### src/rtl/ldpc_pkg.sv
// Shared types and constants for the LDPC layer scheduler: FSM state
// encoding, iteration-counter width and a minimum-one width helper.
package ldpc_pkg;

    localparam int ITER_W = 4;

    typedef enum logic [2:0] {
        IDLE,
        PREP,
        RUN,
        GAP,
        CHECK,
        DONE
    } state_t;

    // A counter over n values needs at least one bit, even when n is 1.
    function automatic int width_of(input int n);
        return (n > 1) ? $clog2(n) : 1;
    endfunction

endpackage

### src/rtl/ldpc_addr_counter.sv
// Column/layer counter for the LDPC layer scheduler. The column wraps every
// COLS_PER_LAYER steps; the layer saturates at its last value.
module ldpc_addr_counter
    import ldpc_pkg::*;
#(
    parameter int NUM_LAYERS     = 4,
    parameter int COLS_PER_LAYER = 8,
    parameter int LAYER_W        = width_of(NUM_LAYERS),
    parameter int COL_W          = width_of(COLS_PER_LAYER)
) (
    input  logic               clk,
    input  logic               reset,
    input  logic               clear,
    input  logic               enable,
    output logic [COL_W-1:0]   col,
    output logic [LAYER_W-1:0] layer,
    output logic               col_wrap,
    output logic               layer_wrap
);

    assign col_wrap   = (col == COL_W'(COLS_PER_LAYER - 1));
    assign layer_wrap = (layer == LAYER_W'(NUM_LAYERS - 1));

    // On the last layer the layer index holds so the scheduler can decide
    // between a new iteration and completion before anything is rewound.
    always_ff @(posedge clk) begin
        if (reset || clear) begin
            col   <= '0;
            layer <= '0;
        end else if (enable) begin
            if (col_wrap) begin
                col <= '0;
                if (!layer_wrap) begin
                    layer <= layer + LAYER_W'(1);
                end
            end else begin
                col <= col + COL_W'(1);
            end
        end
    end

endmodule

### src/rtl/ldpc_layer_scheduler.sv
// Layered LDPC decode address scheduler: walks layer/column addresses per
// iteration. Optional early termination on syndrome_ok: LDPC_EARLY_TERM_EN.
module ldpc_layer_scheduler
    import ldpc_pkg::*;
#(
    parameter int  ADDR_WIDTH     = 8,
    parameter int  NUM_LAYERS     = 4,
    parameter int  COLS_PER_LAYER = 8,
    localparam int LAYER_W        = width_of(NUM_LAYERS)
) (
    input  logic                  clk,
    input  logic                  reset,
    input  logic                  start,
    input  logic [ITER_W-1:0]     max_iter,
    input  logic                  ready,
    input  logic                  syndrome_ok,
    output logic [ADDR_WIDTH-1:0] addr,
    output logic                  addr_valid,
    output logic [LAYER_W-1:0]    layer,
    output logic [ITER_W-1:0]     iter,
    output logic                  layer_last,
    output logic                  busy,
    output logic                  done
);

    localparam int COL_W = width_of(COLS_PER_LAYER);

    state_t              state;
    state_t              state_next;
    logic [ITER_W-1:0]   limit;
    logic [COL_W-1:0]    col;
    logic                col_wrap;
    logic                layer_wrap;
    logic                cnt_enable;
    logic                cnt_clear;
    logic                last_iter;
    logic                check_exit;

    ldpc_addr_counter #(
        .NUM_LAYERS     (NUM_LAYERS),
        .COLS_PER_LAYER (COLS_PER_LAYER),
        .LAYER_W        (LAYER_W),
        .COL_W          (COL_W)
    ) u_counter (
        .clk        (clk),
        .reset      (reset),
        .clear      (cnt_clear),
        .enable     (cnt_enable),
        .col        (col),
        .layer      (layer),
        .col_wrap   (col_wrap),
        .layer_wrap (layer_wrap)
    );

    assign addr = ADDR_WIDTH'(layer) * ADDR_WIDTH'(COLS_PER_LAYER) + ADDR_WIDTH'(col);

    assign last_iter = ((iter + ITER_W'(1)) == limit);

`ifdef LDPC_EARLY_TERM_EN
    assign check_exit = last_iter || syndrome_ok;
`else
    wire unused_syndrome_ok = syndrome_ok;
    assign check_exit = last_iter;
`endif

    always_ff @(posedge clk) begin
        if (reset) begin
            state <= IDLE;
        end else begin
            state <= state_next;
        end
    end

    // A zero iteration limit is promoted to one so a decode always runs once.
    always_ff @(posedge clk) begin
        if (reset) begin
            iter  <= '0;
            limit <= ITER_W'(1);
        end else begin
            if (state == IDLE && start) begin
                limit <= (max_iter == '0) ? ITER_W'(1) : max_iter;
            end
            if (state == PREP) begin
                iter <= '0;
            end else if (state == CHECK && !check_exit) begin
                iter <= iter + ITER_W'(1);
            end
        end
    end

    always_comb begin
        state_next = state;
        cnt_enable = 1'b0;
        cnt_clear  = 1'b0;
        addr_valid = 1'b0;
        layer_last = 1'b0;
        busy       = 1'b1;
        done       = 1'b0;
        case (state)
            IDLE: begin
                busy = 1'b0;
                if (start) begin
                    state_next = PREP;
                end
            end
            PREP: begin
                cnt_clear  = 1'b1;
                state_next = RUN;
            end
            RUN: begin
                if (ready) begin
                    addr_valid = 1'b1;
                    cnt_enable = 1'b1;
                    layer_last = col_wrap;
                    if (col_wrap) begin
                        state_next = layer_wrap ? CHECK : GAP;
                    end
                end
            end
            GAP: begin
                state_next = RUN;
            end
            CHECK: begin
                // Rewinding here is harmless on exit and required on loop-back.
                cnt_clear  = 1'b1;
                state_next = check_exit ? DONE : RUN;
            end
            DONE: begin
                done       = 1'b1;
                state_next = IDLE;
            end
            default: begin
                state_next = IDLE;
            end
        endcase
    end

endmodule

### config.mk
export PLATFORM = sky130hd
export DESIGN_NAME = ldpc_layer_scheduler
export DESIGN_NICKNAME = d
export VERILOG_FILES = /design/src/rtl/ldpc_pkg.sv /design/src/rtl/ldpc_addr_counter.sv /design/src/rtl/ldpc_layer_scheduler.sv
export SDC_FILE = /design/constraint.sdc
export NUM_CORES = 1
export LEC_CHECK = 0
export CAP_MARGIN = 15
export CORE_AREA = 3 3 64 54
export DETAILED_ROUTE_END_ITERATION = 8
export DIE_AREA = 0 0 67 57
export PLACE_DENSITY_LB_ADDON = 0.25
export SLEW_MARGIN = 20
export SYNTH_ARGS = -nofsm -noshare
export SYNTH_HDL_FRONTEND = slang
export SYNTH_SLANG_ARGS = --single-unit
### constraint.sdc
create_clock -name clk -period 2.2 [get_ports clk]
set_input_delay 0.22 -clock clk [delete_from_list [all_inputs] [get_ports clk]]
set_output_delay 0.22 -clock clk [all_outputs]
set_load 0.05 [all_outputs]
* After elaboration in Yosys (flattened, before gate mapping)
Cells that the tools add are included.
** Cells by class
- Muxes and demuxes :: 15
- $mul :: 0
- Shift-type cells :: 0
- Bitwise operators :: 1
- Reductions and logical operators :: 11
- Add/sub/neg operators :: 4
- $lt $le $gt $ge :: 0
- Divide/modulo/power cells :: 0
- Eq/ne operators :: 11
** Operators with widths (count)
- $mux 3 :: 6
- $pmux 3 s4 :: 1
- $eq 3x3->1 const B :: 3
- $mux 1 :: 7
- $add 5x3->6 :: 1
- $eq 3x2->1 const B :: 2
- $ne 2x2->1 const B :: 3
- $reduce_and 3->1 :: 2
- $reduce_or 2->1 :: 3
- $add 4x1->4 const B :: 1
- $eq 4x4->1 :: 1
- $logic_not 4->1 :: 1
- $mux 4 :: 1
- $add 3x1->3 const B :: 1
- $eq 3x1->1 const B :: 1
- $logic_not 3->1 :: 1
- $add 2x1->2 const B :: 1
- $eq 2x2->1 const B :: 1
- $logic_and 1x1->1 :: 2
- $logic_not 1->1 :: 1
- $logic_or 1x1->1 :: 1
- $not 1->1 :: 1
** Storage, ports and cells
- Output and inout port bits :: 18
- Bits in writable memories :: 0
- Flip-flop bits (word level) :: 16
- Memory bits (read-only) :: 0
- Memories :: 0
- Bits in latches :: 0
- Input port bits :: 9

* Longest topological paths before layout
- Word-level depth :: 5
- Depth in mapped cells :: 6
- Gate-level depth less buffers :: 6

* Hierarchy
A second synthesis with hierarchy kept.
** Unflattened totals
- Cells, all modules :: 129
- Area, all modules :: 1073.5 um2
** Modules (own cells, without submodules)
- ldpc_layer_scheduler :: times used 1, cells an instance 105, area an instance 814.5 um2
- ldpc_addr_counter :: times used 1, cells an instance 24, area an instance 259.0 um2

* Least setup slack after synthesis
OpenSTA, ideal clock, no wires.
- Kind :: register -> register
- Start :: register iter[0]
- End :: register iter[3]
- Slack :: 210 ps
- Arrival time :: 1916 ps
- Required time :: 2126 ps
- Cell stages (with the launch flop) :: 7
- Setup time :: 74 ps
- Buffers on the path :: 1
- Cell sequence :: dfxtp_1 -> ha_1 -> xnor2_1 -> nand3_1 -> buf_4 -> or3_1 -> a31oi_1
** Between the ends
- Longest elaborated chain between the ends :: 4
** Ends and longest elaborated chain
- start, declared :: RTL line ldpc_layer_scheduler.sv:20 : output logic [ITER_W-1:0] iter,
- start signal, assigned :: RTL line ldpc_layer_scheduler.sv:86 : iter <= iter + ITER_W'(1);
- $add 4x1->4 (*) :: RTL line ldpc_layer_scheduler.sv:57, ldpc_layer_scheduler.sv:86
- $eq 4x4->1 :: RTL line ldpc_layer_scheduler.sv:57 : assign last_iter = ((iter + ITER_W'(1)) == limit);
- $logic_not 1->1 :: RTL line ldpc_layer_scheduler.sv:85 : end else if (state == CHECK && !check_exit) begin
- $logic_and 1x1->1 :: RTL line ldpc_layer_scheduler.sv:85
Mark *: on every way between the ends. The rest lies on a longest branch, timed or not.
A chain may end at the register's enable or synchronous reset.

* Worst setup path after layout
- Start :: register state[0]
- End :: output port done
** Between the ends
- Longest elaborated chain between the ends :: 2
** Ends and longest elaborated chain
- start, declared :: RTL line ldpc_layer_scheduler.sv:28 : state_t state;
- start signal, assigned :: RTL line ldpc_layer_scheduler.sv:70 : state <= state_next;
- $eq 3x3->1 :: RTL line ldpc_layer_scheduler.sv:99 : case (state)
- $mux 1 :: RTL line ldpc_layer_scheduler.sv:99
- end, declared :: RTL line ldpc_layer_scheduler.sv:23 : output logic done
No other way between the ends.

==> results <==
- The worst hold path belongs to the class register to register.
- Counting instances, the worst hold path has a depth of 1.
- The routability-driven placement congestion ratio is 0.792.
- Setup repair after global routing left no endpoint under its margin.
- Synthesis produced a netlist whose cell count is 112.
- The global-route wire length before repair is 3580 um.
- The final wirelength is 2090 um.
- The met1 track utilization from global routing is 0.165.
- The number of failing hold endpoints at the final stage is 0.
- Each instance of the synthesized netlist takes up on average 8.72 um2.
- During I/O placement, the number of pins put on the boundary was 27.
- The die outline area is 0.00382 mm2.
- The die is 67 um wide.
- For the pin with the worst max-slew slack, the measured transition is 0.680 ns.
- The maximum clock frequency is 491 MHz.
- In the synthesized netlist the dominant register cell turns out to be sky130_fd_sc_hd__dfxtp_1.
- The netlist uses 40 different library cells.
- The number of global-route vias before repair is 791.
- In this run the number of H-tree levels came out at 1.
- The HPWL reported at the end of detailed placement is 1550 um.
- The switching power as a share of total power is 0.280.
- After layout, the design draws a total of 0.669 mW.
- The net switching power figure is 0.187 mW.
- The power density normalized to cell area is 528 mW/mm2.
- The maximum buffer depth of the clock tree is 2.
- The share of flip-flops with an asynchronous set or reset is 0.
- The worst pin sits at a relative slew slack of 0.543.
- Summing every instance area after synthesis gives 977 um2.
- TritonCTS built the clock tree.
- CTS saw 16 sinks.
- Across the whole layout, storage elements account for 320 um2.
- The number of setup buffers added after CTS is 0.
- Setup violations remaining at the end of the flow were counted as 0.
- In the global route stage, met2 resource usage came out at 0.175.
- The clock-pin transition on the worst setup and hold timing paths is 0.06 ns.
- In the final layout, the share of cells above drive strength 1 is 0.0833.
- The end point of the worst hold path is limit[0].
- For flop-to-flop paths, the worst setup slack is 0.44 ns.
- Max-cap violations in this run came to 0.
- The number of gates resized after CTS was 0.
- The reg-to-reg startpoint is iter[0].
- The share of total power dissipated in combinational logic is 0.207.
- The flow ran to the end, and the final reports show no timing, DRC or antenna violations.
- Summing over every cut layer, the via total after detailed routing is 855.
- The total CTS buffers is 3.
- The critical setup path kind is register to output port.
- The worst path in the final design needs a cycle of 2.04 ns, including I/O delays and setup.
- The power share of the sequential group is 0.471.
- In this run the critical register-to-register path is captured at iter[2].
- At the later pin of the worst-skew pair, clock insertion delay measures 0.24 ns.
- The share of the clock period used by the worst path is 0.925.
- The initial utilization of the core area, before any placement, comes to 0.348.
- Buffers inserted to repair hold after CTS numbered 0.
- The routing usage on met3 is 0.0413.
- The filler cell count is 285.
- The final-layout worst hold slack is 0.490 ns.
- The endpoint required time on the critical path is 1.98 ns.
- The hold path startpoint is limit[0].
- The number of cells on the worst reg-to-reg path is 5.
- In this run, synthesis produced a sequential element count of 16.
- The clock tree skew after final layout is 0.00129 ns.
- Data arrives at the worst endpoint at 1.82 ns.
- The pin count of the biggest net entering global routing is 12.
- After detailed routing, the number of remaining DRC violations is 0.
- Of all nets on the critical path, the largest fanout is 10.
- The capturing element type of the critical path is an output port.
- The highest-utilization routing layer at the global route stage is met2.
- After detailed routing, the number of vias per cell comes to 5.03.
- The core region area is 0.00281 mm2.
- The repair_antennas step left the layout with diodes totalling 0.
- In the post-route analysis, the smallest setup slack over all paths is 0.164 ns.
- The internal power consumption is 0.482 mW.
- Of the total power, the clock network draws 0.323.
- The initial antenna violation count is 0.
- The wire length per cell after detailed routing is 12.3 um.
- Summed over all layers, the global routing overflow is 0.
- In the final design database the tool counted 147 nets.
- The number of pins with negative max-slew slack in the final report came to 0.
- The area growth from synthesis to layout is 29.8%.
- The leakage power is 0.489 nW.
- The combined area of the multi-input logic cells is 578 um2.
- The count of yosys warnings during synthesis is 0.
- The detailed router's first-iteration violation count is 59.
- The detail route stage leaves a number of antenna-violating nets equal to 0.
- The worst slack at placement is 0.375 ns.
- Before antenna repair, the detailed router went through 4 iterations.
- The number of enable flip-flop cells after synthesis is 0.
- The final core utilization is 0.452.
- For this run, the register share of the synthesized area comes to 0.328.
- The count of buffers added on input and output ports is 22.
- The floorplan has 17 rows.
- The vertical extent of the die is 57 um.
- Adding up every negative setup slack in the final design gives 0 ns.
- The largest vdd supply drop is 0.239 mV.
- The buffer cell driving the clock tree root is sky130_fd_sc_hd__clkbuf_8.
- Across every metal layer, demand over resource in global routing totals 0.119.
- The worst setup path is launched from a register.
-- flip-flops by register name (all words and copies together), names as in the netlist --
| register | flops |
|---|---|
| iter | 4 |
| limit | 4 |
| state | 3 |
| u_counter.col | 3 |
| u_counter.layer | 2 |
-- logic make-up (layout without fill, tap and decap cells) --
family / Yosys count / count (layout) / share of synthesized area
adders and majority gates: 4 / 4 / 0.0512
xor gates and xnor gates: 6 / 6 / 0.0679
and+or+nand+nor: 49 / 49 / 0.283
buffers and inverters: 14 / 32 / 0.0883
DFF: 16 / 16 / 0.328
muxes: 7 / 7 / 0.0717
AOI/OAI and AO/OA: 15 / 15 / 0.106
other: 1 / 3 / 0.00384
-- cell usage after synthesis (all sizes together), types with 2 or more instances --
cell type  count  area (um2)
ha             4        50.1
nand3          6        30.0
or3            2        12.5
dfxtp         16         320
xnor2          2        17.5
nand2          6        22.5
nand4bb        2        22.5
and2           2        12.5
inv            3        11.3
nand3b         2        15.0
nor2          14        52.6
nand2b         2        20.0
xor2           3        26.3
buf           10        71.3
nor4           2        12.5
nor3b          2        15.0
o21ai          2        10.0
nor3           3        15.0
a2111oi        2        17.5
mux2i          7        70.1
a21oi          4        20.0
-- power by group through the flow --
| stage | clock network, mW | registers (mW) | logic [mW] |
|---|---|---|---|
| 2_1_floorplan | 0 | 0.315 | 0.105 |
| 3_5_place_dp | 0 | 0.321 | 0.138 |
| 5_1_grt | 0.235 | 0.317 | 0.150 |
| 6_report | 0.216 | 0.315 | 0.138 |
| 4_1_cts | 0.222 | 0.315 | 0.139 |
| 3_3_place_gp | 0 | 0.320 | 0.136 |
-- critical path, stage by stage, from the launching register on --
cell and delay [ns]:
sky130_fd_sc_hd__dfxtp_1 0.52, sky130_fd_sc_hd__inv_1 0.13, sky130_fd_sc_hd__nor2_1 0.12, sky130_fd_sc_hd__clkdlybuf4s50_1 0.81
-- layout make-up --
class / count / area share
Multi-Input combinational cell: 84 / 0.456
Inverter: 3 / 0.00888
Timing Repair Buffer: 26 / 0.213
Tap cell: 38 / 0.0375
Sequential cell: 16 / 0.252
Clock buffer: 3 / 0.0325
-- layer usage --
metal / vias to the layer above / share of wire
met5: - / 0
met4: 0 / 0.0057
met3: 2 / 0.048
met2: 21 / 0.45
met1: 399 / 0.50
li1: 433 / -
-- how the worst max path moves through the flow --
stage / startpoint / cells past startpoint / slack (ns) / end
after floorplan: iter[0] / 6 / 0.21 / iter[3]
after global placement: ready / 5 / 0.40 / u_counter.col[2]
after detailed placement: ready / 5 / 0.38 / u_counter.col[2]
after CTS: state[2] / 3 / 0.15 / done
after global routing: state[2] / 3 / 0.05 / done
final: state[0] / 3 / 0.16 / done
-- stage by stage --
stage / cells / cell area (um2)
5_1_grt: 170 / 1270
6_report: 170 / 1270
2_1_floorplan: 114 / 985
3_5_place_dp: 167 / 1230
3_3_place_gp: 167 / 1230
4_1_cts: 170 / 1270
-- layout by cell type (no fill, tap or decap), types with 3 or more instances in the layout --
cell type / instances
sky130_fd_sc_hd__nor3_1: 3
sky130_fd_sc_hd__xor2_1: 3
sky130_fd_sc_hd__ha_1: 4
sky130_fd_sc_hd__buf_4: 4
sky130_fd_sc_hd__nand3_1: 6
sky130_fd_sc_hd__inv_1: 3
sky130_fd_sc_hd__nor2_1: 14
sky130_fd_sc_hd__mux2i_1: 7
sky130_fd_sc_hd__a21oi_1: 4
sky130_fd_sc_hd__clkbuf_8: 3
sky130_fd_sc_hd__nand2_1: 6
sky130_fd_sc_hd__conb_1: 3
sky130_fd_sc_hd__dfxtp_1: 16
sky130_fd_sc_hd__clkdlybuf4s50_1: 20
(Power assumes the default switching activity.)
